## config.mk

```make
export PLATFORM = sky130hd
export DESIGN_NAME = ts_packet_gen_flat
export DESIGN_NICKNAME = d
export VERILOG_FILES = /design/src/rtl/ts_packet_gen_if.sv /design/src/rtl/ts_packet_gen.sv /design/src/flat_wrapper.sv
export SDC_FILE = /design/constraint.sdc
export NUM_CORES = 1
export LEC_CHECK = 0
export BUFFER_PORTS_ARGS = -buffer_cell sky130_fd_sc_hd__buf_2
export CORE_MARGIN = 5
export CORE_UTILIZATION = 30
export DETAILED_ROUTE_END_ITERATION = 6
export PLACE_DENSITY = 0.47
export SLEW_MARGIN = 20
export SYNTH_ARGS = -nofsm -noshare
export SYNTH_HDL_FRONTEND = slang
export SYNTH_SLANG_ARGS = --single-unit
```

## constraint.sdc

```tcl
create_clock -name wclk -period 2.8 [get_ports wclk]
set_input_delay 0.28 -clock wclk [delete_from_list [all_inputs] [get_ports wclk]]
set_output_delay 0.28 -clock wclk [all_outputs]
set_load 0.01 [all_outputs]
```

## src/rtl/ts_packet_gen_if.sv

```systemverilog
// ts_packet_gen_if: byte-stream link between a TS packet source and its sink.
// The master drives valid/syn/ts_data; the slave drives ready back-pressure.
interface ts_packet_gen_if;
  logic       valid;
  logic       syn;
  logic [7:0] ts_data;
  logic       ready;

  modport master (output valid, output syn, output ts_data, input ready);
  modport slave  (input valid, input syn, input ts_data, output ready);
endinterface

```

## src/rtl/ts_packet_gen.sv

```systemverilog
// ts_packet_gen: MPEG-2 TS packet source.
// It emits PKT_LEN-byte packets: a 4-byte header (sync 0x47, PUSI/PID, continuity
// counter), then a payload taken from a free-running byte pattern. An idle gap of
// GAP_CYCLES cycles separates packets. The stream obeys a valid/ready handshake.
// Optional build macro TS_NULL_INSERT_EN: while enable is low the block sends
// null packets (PID 0x1FFF, payload 0xFF) instead of going silent.
// pkt_done and pkt_count are registered. Both update in the cycle after the
// last byte's handshake.
module ts_packet_gen #(
  parameter int         PKT_LEN    = 188,
  parameter int         GAP_CYCLES = 4,
  parameter logic [7:0] PAT_SEED   = 8'h00
) (
  input  logic                  wclk,
  input  logic                  rst_n,
  input  logic                  enable,
  input  logic [12:0]           pid,
  input  logic                  pusi,
  ts_packet_gen_if.master       ts,
  output logic                  pkt_done,
  output logic [31:0]           pkt_count
);

  localparam logic [1:0] IDLE    = 2'd0;
  localparam logic [1:0] HDR     = 2'd1;
  localparam logic [1:0] PAYLOAD = 2'd2;
  localparam logic [1:0] GAP     = 2'd3;

  localparam logic [7:0] LAST_IDX = 8'(PKT_LEN - 1);
  localparam logic [7:0] GAP_LAST = 8'(GAP_CYCLES - 1);
  localparam bit         GAP_NONE = (GAP_CYCLES == 0);

  logic [1:0]  rst_pipe_r;
  logic        rst_int_s;
  logic [1:0]  state_r, state_s;
  logic [7:0]  idx_r, idx_s;
  logic [7:0]  pat_r, pat_s;
  logic [3:0]  cc_r, cc_s;
  logic [12:0] pid_r, pid_s;
  logic        pusi_r, pusi_s;
  logic        null_r, null_s;
  logic [7:0]  gap_r, gap_s;
  logic        done_s;
  logic [31:0] count_s;
  logic        start_s;
  logic        accept_s;
  logic        valid_s;
  logic        syn_s;
  logic [7:0]  data_s;

  // Return the packet byte at a given index. Null packets have a fixed header
  // and an all-0xFF payload.
  function automatic logic [7:0] pkt_byte(input logic [7:0] idx, input logic [12:0] p,
                                          input logic pu, input logic [3:0] cc,
                                          input logic [7:0] pat, input logic is_null);
    logic [7:0] b;
    if (is_null) begin
      case (idx)
        8'd0:    b = 8'h47;
        8'd1:    b = 8'h1F;
        8'd2:    b = 8'hFF;
        8'd3:    b = 8'h10;
        default: b = 8'hFF;
      endcase
    end else begin
      case (idx)
        8'd0:    b = 8'h47;
        8'd1:    b = {1'b0, pu, 1'b0, p[12:8]};
        8'd2:    b = p[7:0];
        8'd3:    b = {2'b00, 2'b01, cc};
        default: b = pat;
      endcase
    end
    return b;
  endfunction

  // Reset synchroniser: reset asserts at once and releases on the clock edge.
  always_ff @(posedge wclk or negedge rst_n) begin
    if (!rst_n) begin
      rst_pipe_r <= 2'b00;
    end else begin
      rst_pipe_r <= {rst_pipe_r[0], 1'b1};
    end
  end

  assign rst_int_s = rst_pipe_r[1];
  assign accept_s  = ts.valid && ts.ready;

  // Next-state logic. The outputs are computed from the next state, so the
  // registered byte always matches the state being entered.
  always_comb begin
    state_s = state_r;
    idx_s   = idx_r;
    pat_s   = pat_r;
    cc_s    = cc_r;
    pid_s   = pid_r;
    pusi_s  = pusi_r;
    null_s  = null_r;
    gap_s   = gap_r;
    done_s  = 1'b0;
    count_s = pkt_count;
    start_s = 1'b0;
    case (state_r)
      IDLE: begin
        start_s = 1'b1;
      end
      HDR, PAYLOAD: begin
        if (accept_s) begin
          if (state_r == PAYLOAD && !null_r) begin
            pat_s = pat_r + 8'd1;
          end else begin
            pat_s = pat_r;
          end
          if (idx_r == LAST_IDX) begin
            done_s = 1'b1;
            if (!null_r) begin
              count_s = pkt_count + 32'd1;
              cc_s    = cc_r + 4'd1;
            end else begin
              count_s = pkt_count;
            end
            if (GAP_NONE) begin
              start_s = 1'b1;
            end else begin
              state_s = GAP;
              gap_s   = 8'd0;
            end
          end else begin
            idx_s = idx_r + 8'd1;
            if (idx_r == 8'd3) begin
              state_s = PAYLOAD;
            end else begin
              state_s = state_r;
            end
          end
        end else begin
          state_s = state_r;
        end
      end
      GAP: begin
        if (gap_r == GAP_LAST) begin
          start_s = 1'b1;
        end else begin
          gap_s = gap_r + 8'd1;
        end
      end
      default: begin
        state_s = IDLE;
      end
    endcase

    if (start_s) begin
      idx_s = 8'd0;
      if (enable) begin
        pid_s   = pid;
        pusi_s  = pusi;
        null_s  = 1'b0;
        state_s = HDR;
      end else begin
`ifdef TS_NULL_INSERT_EN
        null_s  = 1'b1;
        state_s = HDR;
`else
        null_s  = 1'b0;
        state_s = IDLE;
`endif
      end
    end else begin
      idx_s = idx_s;
    end

    valid_s = (state_s == HDR) || (state_s == PAYLOAD);
    syn_s   = (state_s == HDR) && (idx_s == 8'd0);
    if (valid_s) begin
      data_s = pkt_byte(idx_s, pid_s, pusi_s, cc_s, pat_s, null_s);
    end else begin
      data_s = 8'h00;
    end
  end

  // State and registered output update.
  always_ff @(posedge wclk or negedge rst_int_s) begin
    if (!rst_int_s) begin
      state_r    <= IDLE;
      idx_r      <= 8'd0;
      pat_r      <= PAT_SEED;
      cc_r       <= 4'd0;
      pid_r      <= 13'd0;
      pusi_r     <= 1'b0;
      null_r     <= 1'b0;
      gap_r      <= 8'd0;
      ts.valid   <= 1'b0;
      ts.syn     <= 1'b0;
      ts.ts_data <= 8'h00;
      pkt_done   <= 1'b0;
      pkt_count  <= 32'd0;
    end else begin
      state_r    <= state_s;
      idx_r      <= idx_s;
      pat_r      <= pat_s;
      cc_r       <= cc_s;
      pid_r      <= pid_s;
      pusi_r     <= pusi_s;
      null_r     <= null_s;
      gap_r      <= gap_s;
      ts.valid   <= valid_s;
      ts.syn     <= syn_s;
      ts.ts_data <= data_s;
      pkt_done   <= done_s;
      pkt_count  <= count_s;
    end
  end

endmodule
```

## src/flat_wrapper.sv

```systemverilog
// flat-port wrapper written by rule: the top's interface ports become plain ports
module ts_packet_gen_flat 
#(
  parameter int         PKT_LEN    = 188,
  parameter int         GAP_CYCLES = 4,
  parameter logic [7:0] PAT_SEED   = 8'h00
)
  (wclk, rst_n, enable, pid, pusi, pkt_done, pkt_count, ts_valid, ts_syn, ts_ts_data, ts_ready);
  ts_packet_gen_if ts_i ();
  input  logic wclk;
  input  logic rst_n;
  input  logic enable;
  input  logic [12:0] pid;
  input  logic pusi;
  output logic pkt_done;
  output logic [31:0] pkt_count;
  output wire logic [$bits(ts_i.valid)-1:0] ts_valid;
  output wire logic [$bits(ts_i.syn)-1:0] ts_syn;
  output wire logic [$bits(ts_i.ts_data)-1:0] ts_ts_data;
  input wire logic [$bits(ts_i.ready)-1:0] ts_ready;
  assign ts_valid = ts_i.valid;
  assign ts_syn = ts_i.syn;
  assign ts_ts_data = ts_i.ts_data;
  assign ts_i.ready = ts_ready;
  ts_packet_gen #(.PKT_LEN(PKT_LEN), .GAP_CYCLES(GAP_CYCLES), .PAT_SEED(PAT_SEED)) u_core (.wclk(wclk), .rst_n(rst_n), .enable(enable), .pid(pid), .pusi(pusi), .ts(ts_i), .pkt_done(pkt_done), .pkt_count(pkt_count));
endmodule
```

Word level (Yosys, flattened, before mapping):

Cells that the tools add are included.

* reduce and logical (&&, ||, !) cells: 11
* muxes and demuxes: 35
* order comparisons: 0
* divide/modulo/power cells: 0
* equal/unequal tests: 14
* bitwise logic cells: 1
* $mul: 0
* add/sub/neg operators: 5
* shift operators: 0

Operators by type and width (number)
* $mux W8: 12
* $add A32 B1 Y32 const B: 1
* $eq A8 B2 Y1 const B: 4
* $pmux W8 S4: 1
* $mux W13: 2
* $add A8 B1 Y8 const B: 3
* $pmux W8 S3: 1
* $mux W4: 4
* $pmux W8 S2: 1
* $mux W2: 5
* $eq A8 B1 Y1 const B: 1
* $eq A8 B8 Y1 const B: 1
* $logic_not A8 Y1: 1
* $mux W1: 8
* $reduce_and A4 Y1: 2
* $eq A2 B2 Y1 const B: 3
* $add A4 B1 Y4 const B: 1
* $eq A2 B1 Y1 const B: 2
* $ne A2 B1 Y1 const B: 2
* $logic_and A1 B1 Y1: 3
* $logic_not A2 Y1: 1
* $ne A2 B2 Y1 const B: 1
* $pmux W1 S2: 1
* $reduce_bool A2 Y1: 1
* other kinds (4): 4

* bits in read-only memories: 0
* bits of input ports: 18
* bits in registers: 90
* memories kept: 0
* memory bits (writable): 0
* bits in latches: 0
* output and inout port bits: 43
* word-level logic and storage cells: 80

Longest topological paths before layout:

Gate-level depths: netlist of run 1.

* depth in word-level cells: 9
* gate-level depth with buffers: 12
* depth with buffers taken out: 11

Worst setup path after synthesis of run 1:

OpenSTA, ideal clock, no wires.

* path type: reg2reg
* start point: register u_core.state_r[1]
* end point: register u_core.ts.ts_data[0]
* path slack: 171 ps
* path buffers: 2
* cell stages (with the launch flop): 11
* setup time: 104 ps
* clock period less this slack: 2629 ps
* required time: 2696 ps
* arrival time: 2525 ps
* cells stage by stage: dfrtp_1 -> inv_1 -> ha_1 -> clkbuf_1 -> inv_1 -> nand3_1 -> clkbuf_1 -> o21ai_0 -> ha_1 -> a31o_2 -> a221oi_1

* elaborated cells on any way between the ends: 31
* classes of those cells: eq/ne (8); mux (18); reduce/logical (5)

RTL lines
* start, declared: RTL line ts_packet_gen.sv:35 `logic [1:0] state_r, state_s;`
* start signal, assigned: RTL line ts_packet_gen.sv:198 `state_r <= state_s;`
* $eq A2 B1 Y1 or $eq A2 B2 Y1 (tied branches): RTL line ts_packet_gen.sv:103 `case (state_r)`
* $reduce_or A2 Y1: RTL line ts_packet_gen.sv:103
* $mux W2: RTL line ts_packet_gen.sv:103
* $mux W2 (*): RTL line ts_packet_gen.sv:152 `if (start_s) begin`
* named net u_core.state_s[0]: RTL line ts_packet_gen.sv:35
* $eq A2 B1 Y1 or $eq A2 B2 Y1 (tied branches): RTL line ts_packet_gen.sv:172 `valid_s = (state_s == HDR) || (state_s == PAYLOAD);`
* $logic_or A1 B1 Y1 (*): RTL line ts_packet_gen.sv:172
* $mux W8 (*): RTL line ts_packet_gen.sv:174 `if (valid_s) begin`
* named net u_core.data_s[0]: RTL line ts_packet_gen.sv:49 `logic [7:0] data_s;`
* end signal, assigned: RTL line ts_packet_gen.sv:208 `ts.ts_data <= data_s;`
* end, declared: RTL line ts_packet_gen_if.sv:9 `modport master (output valid, output syn, output ts_data, input ready);`

Mark *: on every way through the listed nets, which the timed path passes. The rest lies on a longest branch.
A chain may end at the register's enable or synchronous reset.

Worst setup path in the final report of run 1:

* start point: register u_core.idx_r[2]
* end point: register u_core.ts.ts_data[0]

* longest elaborated chain between the ends: 9
* elaborated cells on any way between the ends: 26
* classes of those cells: add/sub (1); eq/ne (7); mux (16); reduce/logical (2)

RTL lines
* start, declared: RTL line ts_packet_gen.sv:36 `logic [7:0] idx_r, idx_s;`
* start signal, assigned: RTL line ts_packet_gen.sv:199 `idx_r <= idx_s;`
* $eq A8 B2 Y1: RTL line ts_packet_gen.sv:130 `if (idx_r == 8'd3) begin`
* $mux W2: RTL line ts_packet_gen.sv:130
* $mux W2 (*): RTL line ts_packet_gen.sv:114 `if (idx_r == LAST_IDX) begin`
* $mux W2 (*): RTL line ts_packet_gen.sv:108 `if (accept_s) begin`
* $mux W2 (*): RTL line ts_packet_gen.sv:103
* $mux W2 (*): RTL line ts_packet_gen.sv:152
* named net u_core.state_s[0]: RTL line ts_packet_gen.sv:35
* $eq A2 B1 Y1 or $eq A2 B2 Y1 (tied branches): RTL line ts_packet_gen.sv:172
* $logic_or A1 B1 Y1 (*): RTL line ts_packet_gen.sv:172
* $mux W8 (*): RTL line ts_packet_gen.sv:174
* named net u_core.data_s[0]: RTL line ts_packet_gen.sv:49

Marked as above.

==> results by group, run 1 <==
Synth
  • Share of the synthesized area in the top cell type: 51.1%
  • Synthesized area per cell: 10.9 µm²
  • Synth top area cells: dfrtp_1 (51%), xnor2_1 (5.2%), mux2_2 (4.9%)
  • Post-Syn Instances: 405
  • Cell variety after synth: 61
  • Synth Warn #: 0
  • Syn Nets: 432
  • Mapped Area: 4410 µm²
  • Seq cells post-synth: 90
  • Number of synthesized flops with an enable pin: 0
  • Register area share after synthesis: 51.1%
  • Top_reg_cell synth: dfrtp_1
  • Synth area leader: dfrtp_1
  • Ys async rst share: 100%

Timing
  • Final Slew Violations: 0
  • Rel. slew slack: 60.8%
  • Clk_skew: 0.0158 ns
  • Setup_tns: 0 ns
  • Fin crit share: 93.6%
  • Final setup violation count: 0
  • Max Freq: 381 MHz
  • Final number of hold-violating endpoints: 0
  • Post-layout min period: 2.62 ns
  • Worst hold slack: 0.151 ns
  • Slew @ Worst Pin: 0.582 ns
  • RSZ-0062 raised after global routing: no

Global route
  • Vias in the first global route: 3310
  • Total track usage: 12.5%
  • First-pass GRT wire length: 17.6 mm
  • Initial antenna violation count: 0
  • Grt ovf: 0
  • Largest net degree at the start of global routing: 46

Clocking
  • Reg clk slew, reported paths: 0.07 ns
  • Clock tree sinks: 90
  • Clock Latency Late Sink: 0.36 ns
  • CTS Buffer Depth: 2
  • CTS tree: yes
  • Root Buffer: clkbuf_16
  • Num CTS Buffers: 9
  • # H-tree levels: 3

Power and ir drop
  • VDD IR-drop max: 394 µV
  • Power Total: 3.62 mW
  • Power per cell area: 668 nW/µm²
  • Lkg Pwr: 2.62 nW

Final layout
  • Antenna diodes: 0
  • Layout area overhead: 22.7%
  • Register area: 2260 µm²
  • Multi-input logic area: 2060 µm²
  • Nets: 513
  • Layout cells sized above 1: 27.9%
  • Fin util: 37.4%
  • Fillers: 1406

Outcome
  • Status: finished, final reports clean

Routing
  • Pre-antenna DRT Iters: 4
  • Detailed Route Iter0 Violations: 195
  • Post-Route WL: 10.4 mm
  • Wirelength per Cell: 15.5 µm
  • Via Count: 3292
  • # DRC: 0
  • Via density per instance: 4.88
  • Final ANT Viol Nets: 0

Placement
  • Post-DP HPWL: 7.77 mm
  • Final GP Congestion: 0.786
  • Port Buffer Count: 60

Setup path
  • Startpoint types: flip-flop
  • Worst EP arrival: 2.87 ns
  • Crit-path cells: or4_1, nor4_4, inv_1, a21oi_1, o21ai_1, ha_1, a31o_2, a221oi_1
  • Crit. End Element: flip-flop
  • CP max stage delay: 0.59 ns
  • Peak fanout along the critical path: 10
  • Worst EP required: 3.05 ns
  • Worst path slowest cell: or4_1
  • WS Path Type: reg -> reg

Floorplanning
  • Die width: 131 µm
  • Initial Util: 30.5%
  • Num rows: 44
  • Die area: 17200 µm²
  • CORE AREA: 14500 µm²
  • # IOs: 61
  • Die height: 131 µm

Flow run
  • Max_cap viols: 0

Hold path
  • HP Class: in -> reg
-- path summary, 6_finish.rpt --
| kind | from | end | slack [ns] | depth (start not counted) |
|---|---|---|---|---|
| setup reg to reg | u_core.idx_r[2]$_DFF_PN0_ | u_core.ts.ts_data[0]$_DFF_PN0_ | 0.18 | 8 |
| min in group asynchronous | rst_n | u_core.rst_pipe_r[1]$_DFF_PN0_ | 0.24 | 2 |
| setup / recovery | u_core.idx_r[2]$_DFF_PN0_ | u_core.ts.ts_data[0]$_DFF_PN0_ | 0.18 | 8 |
| hold reg to reg | u_core.rst_pipe_r[1]$_DFF_PN0_ | u_core.pkt_count[7]$_DFFE_PN0P_ | 0.34 | 0 |
| max in group asynchronous | u_core.rst_pipe_r[1]$_DFF_PN0_ | u_core.gap_r[4]$_DFFE_PN0P_ | 1.79 | 1 |
| hold / removal | pid[12] | u_core.pid_r[12]$_DFF_PN0_ | 0.15 | 2 |
-- per-stage QoR --
stage / std cells / setup WS [ns] / area [µm²]
CTS: 674 / 0.0496 / 5370
detailed placement: 657 / 0.0674 / 5060
global route: 675 / 0.00747 / 5410
global placement: 657 / 0.0665 / 5060
finish: 675 / 0.179 / 5410
floorplan: 405 / 0.108 / 4410
-- final cells by class --
type | count | share of cell area (%)
Tap cell | 184 | 4.25
Clock buffer | 10 | 4.23
Inverter | 15 | 1.04
Clock inverter | 6 | 1.34
Sequential cell | 90 | 41.7
Timing Repair Buffer | 85 | 9.29
Multi-Input combinational cell | 285 | 38.1
-- cell usage after synthesis (3+ instances only) --
cell type,number
a21o_1,3
a21oi_1,7
a221oi_1,3
and2_1,7
and3_1,12
and4_1,8
buf_2,8
clkbuf_1,6
dfrtp_1,90
ha_1,9
inv_1,13
mux2_2,19
mux2i_1,3
nand2_1,27
nand2b_1,3
nand3_1,20
nand4_1,9
nor2_1,21
nor3_1,15
nor4_1,6
o211ai_1,3
o21ai_0,14
o31ai_1,6
xnor2_1,26
xor2_1,20
-- what timing repair did --
item	CTS	global route
endpoints found under the setup margin	0	11
endpoints found under the hold margin	2	0
buffers inserted	0	1
hold buffers	1	0
gates resized for setup	0	9
-- kinds of logic after synthesis --
logic type,after synthesis,synth area share [%]
xor gates and xnor gates,46,9.14
and+or+nand+nor,144,18.5
other,1,0.0850
AOI/OAI and AO/OA,63,10.2
muxes,22,5.53
adders and majority gates,9,2.55
DFF,90,51.1
buffers and inverters,30,2.87
-- report_power, final --
part           total, mW  internal, mW  switching [mW]  leakage (nW)
sequential          1.58          1.47           0.114          1.20
clock               1.24         0.705           0.539         0.149
combinational      0.788         0.364           0.424          1.27
-- flip-flops by register name (all words and copies together), names as in the netlist, 4 cells and up --
register and cells:
u_core.pkt_count 32, u_core.pid_r 13, u_core.gap_r 8, u_core.idx_r 8, u_core.pat_r 8, u_core.ts.ts_data 8, u_core.cc_r 4
-- layer usage --
metal  routed length [µm]  vias up  global-route usage (%)
li1                     -     1630                       -
met1                 5090     1603                    17.2
met2                 4830       44                    18.6
met3                  335       15                    3.36
met4                  200        0                    5.08
met5                    0        -                       0
-- worst max-delay path: cells and delay by family, from the launching register on --
family                     cells  cell delay (ns)
buffers and inverters          1             0.07
DFF                            1             0.47
and+or+nand+nor                2             0.87
AOI/OAI and AO/OA              4             0.74
adders and majority gates      1             0.38
-- cell usage in the layout (no fill, tap or decap), types with 15 or more instances in the layout --
master,synthesis,routed
nand2_1,27,27
nor3_1,15,15
xnor2_1,26,26
xor2_1,20,20
buf_4,1,23
nand3_1,20,19
mux2_2,19,19
dfrtp_1,90,88
buf_2,8,60
nor2_1,21,20
(Power assumes the default switching activity.)
==> run 2, diff against run 1 <==
--- a/config.mk
+++ b/config.mk
@@ -5,6 +5,7 @@
 export SDC_FILE = /design/constraint.sdc
 export NUM_CORES = 1
 export LEC_CHECK = 0
+export ABC_AREA = 1
 export BUFFER_PORTS_ARGS = -buffer_cell sky130_fd_sc_hd__buf_2
 export CORE_MARGIN = 5
 export CORE_UTILIZATION = 30
==> run 2 against run 1 <==
Register-to-register slack improved by 0.10 ns. Clock skew fell by 0.011 ns. Total power rose by 11%. Sequential share of layout area fell by 1.8 points. Global-route usage fell by 0.25 points. Cell count rose by 27%. Synthesized cell count rose by 40%. Hold slack improved by 0.025 ns. Synthesized area rose by 8.2%. Count of clock-buffer cells in the layout rose by 2. Setup slack improved by 0.10 ns. Critical path type unchanged. Largest power group unchanged. Highest routed layer unchanged.
==> results by group, run 2 <==
Setup path
  • R2R depth: 12
  • RR Endpoint: u_core.pkt_count[28]$_DFFE_PN0P_
  • Worst EP arrival: 2.75 ns
  • Peak fanout along the critical path: 14
  • FF-to-FF setup slack: 0.28 ns
  • Worst r2r src: u_core.state_r[0]$_DFF_PN0_
  • Startpoint types: flip-flop
  • Crit. End Element: flip-flop
  • WS Path Type: reg -> reg
  • Worst EP required: 3.03 ns

Clocking
  • Root Buffer: clkbuf_16
  • Clock tree sinks: 90
  • Post-CTS Resized: 0
  • Reg clk slew, reported paths: 0.06 ns
  • CTS tree: yes
  • Clock Latency Late Sink: 0.34 ns
  • Num CTS Buffers: 9
  • CTS Buffer Depth: 2
  • # H-tree levels: 3

Power and ir drop
  • Lkg Pwr: 3.02 nW
  • Power per cell area: 714 nW/µm²
  • VDD IR-drop max: 320 µV
  • Power Total: 4.03 mW

Synth
  • Post-Syn Instances: 567
  • Share of the synthesized area in the top cell type: 47.2%
  • Seq cells post-synth: 90
  • Top cells by count, synth: nand2_1 (139), dfrtp_1 (90), inv_1 (79), nand3_1 (60), nor2_1 (42)
  • Synth Warn #: 0
  • Synthesized area per cell: 8.41 µm²
  • Synth area leader: dfrtp_1
  • Mapped Area: 4770 µm²
  • Ys async rst share: 100%
  • Number of synthesized flops with an enable pin: 0
  • Register area share after synthesis: 47.2%
  • Synth top area cells: dfrtp_1 (47%), nand2_1 (11%), nand3_1 (6.3%)
  • Cell variety after synth: 42
  • Top_reg_cell synth: dfrtp_1
  • Syn Nets: 594
  • Count leader, synth: nand2_1

Hold path
  • Hold Path End: u_core.pid_r[7]$_DFF_PN0_
  • WHS Path Cells: 3
  • Hold path start: pid[7]
  • HP Class: in -> reg

Final layout
  • Layout cells sized above 1: 19.3%
  • Antenna diodes: 0
  • Commonest non-fill, non-tap cell in the layout: nand2_1
  • Max reg flops: 32
  • Most frequent cells in the layout: nand2_1 (139), dfrtp_1 (89), inv_1 (79), nand3_1 (60), buf_2 (60)
  • Fillers: 1641
  • Layout area overhead: 18.4%
  • Nets: 666
  • Largest registers: u_core.pkt_count: 32 flops, u_core.pid_r: 13 flops
  • Top reg by flops: u_core.pkt_count

Routing
  • Wirelength per Cell: 12.7 µm
  • Final ANT Viol Nets: 0
  • Via density per instance: 4.40
  • Detailed Route Iter0 Violations: 126
  • Via Count: 3780
  • Pre-antenna DRT Iters: 4
  • # DRC: 0
  • Post-Route WL: 10.9 mm

Global route
  • Vias in the first global route: 3792
  • Grt ovf: 0
  • Initial antenna violation count: 0
  • First-pass GRT wire length: 18.2 mm
  • Total track usage: 12.3%
  • Largest net degree at the start of global routing: 55

Timing
  • RSZ-0062 raised after global routing: no
  • Setup_tns: 0 ns
  • Final Slew Violations: 0
  • Final number of hold-violating endpoints: 0
  • Final setup violation count: 0
  • Clk_skew: 0.00436 ns
  • Max Freq: 397 MHz
  • Rel. slew slack: 65.7%
  • Slew @ Worst Pin: 0.515 ns
  • Fin crit share: 90.1%
  • Post-layout min period: 2.52 ns

Floorplanning
  • CORE AREA: 15700 µm²
  • Die height: 136 µm
  • Die area: 18500 µm²
  • Die width: 136 µm
  • # IOs: 61
  • Num rows: 46
  • Initial Util: 30.4%

Placement
  • Final GP Congestion: 0.847
  • Post-DP HPWL: 8.35 mm
  • Port Buffer Count: 60

Outcome
  • Status: finished, final reports clean

Flow run
  • Max_cap viols: 0
==> run 2: changes by cell type after synthesis, sizes merged, moves of 8 or more <==
cell,previous run,this run
and3,12,2
and4,8,0
inv,14,86
mux2,19,0
nand2,27,145
nand3,21,64
nor2,21,57
xnor2,26,15
==> run 2: logic make-up after synthesis <==
group / synth area share [%]
and+or+nand+nor: 31.3
adders and majority gates: 2.36
other: 0.0786
DFF: 47.2
buffers and inverters: 8.32
xor gates and xnor gates: 7.16
AOI/OAI and AO/OA: 3.57
==> run 2: routing by layer <==
metal / track usage, % / part of all wire, % / up-vias
li1: - / - / 1935
met1: 15.9 / 47 / 1765
met5: 0 / 0 / -
met4: 3.53 / 1.4 / 0
met2: 19.8 / 46 / 67
met3: 3.63 / 4.9 / 13
==> run 2: final cells by class <==
type | count | area (µm²) | area share (%)
Clock inverter | 3 | 15.0 | 0.266
Clock buffer | 12 | 256 | 4.54
Timing Repair Buffer | 69 | 395 | 7.00
Sequential cell | 90 | 2260 | 40.0
Multi-Input combinational cell | 381 | 2120 | 37.6
Inverter | 88 | 333 | 5.89
Tap cell | 216 | 270 | 4.79
==> run 2: worst max-delay path by stage <==
stage                                   start                                to  slack (ns)
3_3_place_gp      u_core.state_r[0]$_DFF_PN0_  u_core.pkt_count[28]$_DFFE_PN0P_        0.21
4_1_cts           u_core.state_r[0]$_DFF_PN0_  u_core.pkt_count[28]$_DFFE_PN0P_        0.20
2_1_floorplan  u_core.rst_pipe_r[1]$_DFF_PN0_          u_core.cc_r[0]$_DFF_PN0_        0.11
5_1_grt           u_core.state_r[0]$_DFF_PN0_  u_core.pkt_count[28]$_DFFE_PN0P_        0.03
3_5_place_dp      u_core.state_r[0]$_DFF_PN0_  u_core.pkt_count[28]$_DFFE_PN0P_        0.21
6_report          u_core.state_r[0]$_DFF_PN0_  u_core.pkt_count[28]$_DFFE_PN0P_        0.28
==> run 2: stage by stage <==
step	utilization [%]	cell area (µm²)	hold slack, ns	setup slack (ns)	cells
after global routing	35.9	5650	0.175	0.0304	859
after global placement	34.1	5360	0.0685	0.208	842
after floorplan	-	4770	-0.0156	0.108	567
after CTS	35.9	5640	0.164	0.197	858
after detailed placement	34.1	5360	0.0674	0.209	842
final	35.9	5650	0.176	0.278	859
==> run 2: power breakdown <==
part           switching (mW)  internal [mW]  total [mW]
clock network           0.487          0.641        1.13
registers              0.0948           1.47        1.56
logic                   0.890          0.451        1.34
total                    1.47           2.56        4.03
==> run 2: worst max-delay path, cell delays in order (launching register included) <==
cell      delay (ns)
dfrtp_1         0.37
inv_1           0.07
ha_1            0.34
inv_4           0.06
nor2_8          0.23
nand3_4         0.15
nor2_4          0.23
inv_2           0.09
nor4_2          0.23
nand3_1         0.19
nor2_2          0.20
nand3b_1        0.11
xor2_1          0.15
==> run 2: repair_timing <==
item                       CTS  global route
setup endpoints to repair    0             1
buffers inserted             0             1
hold buffers                 1             0
hold endpoints to repair     2             0
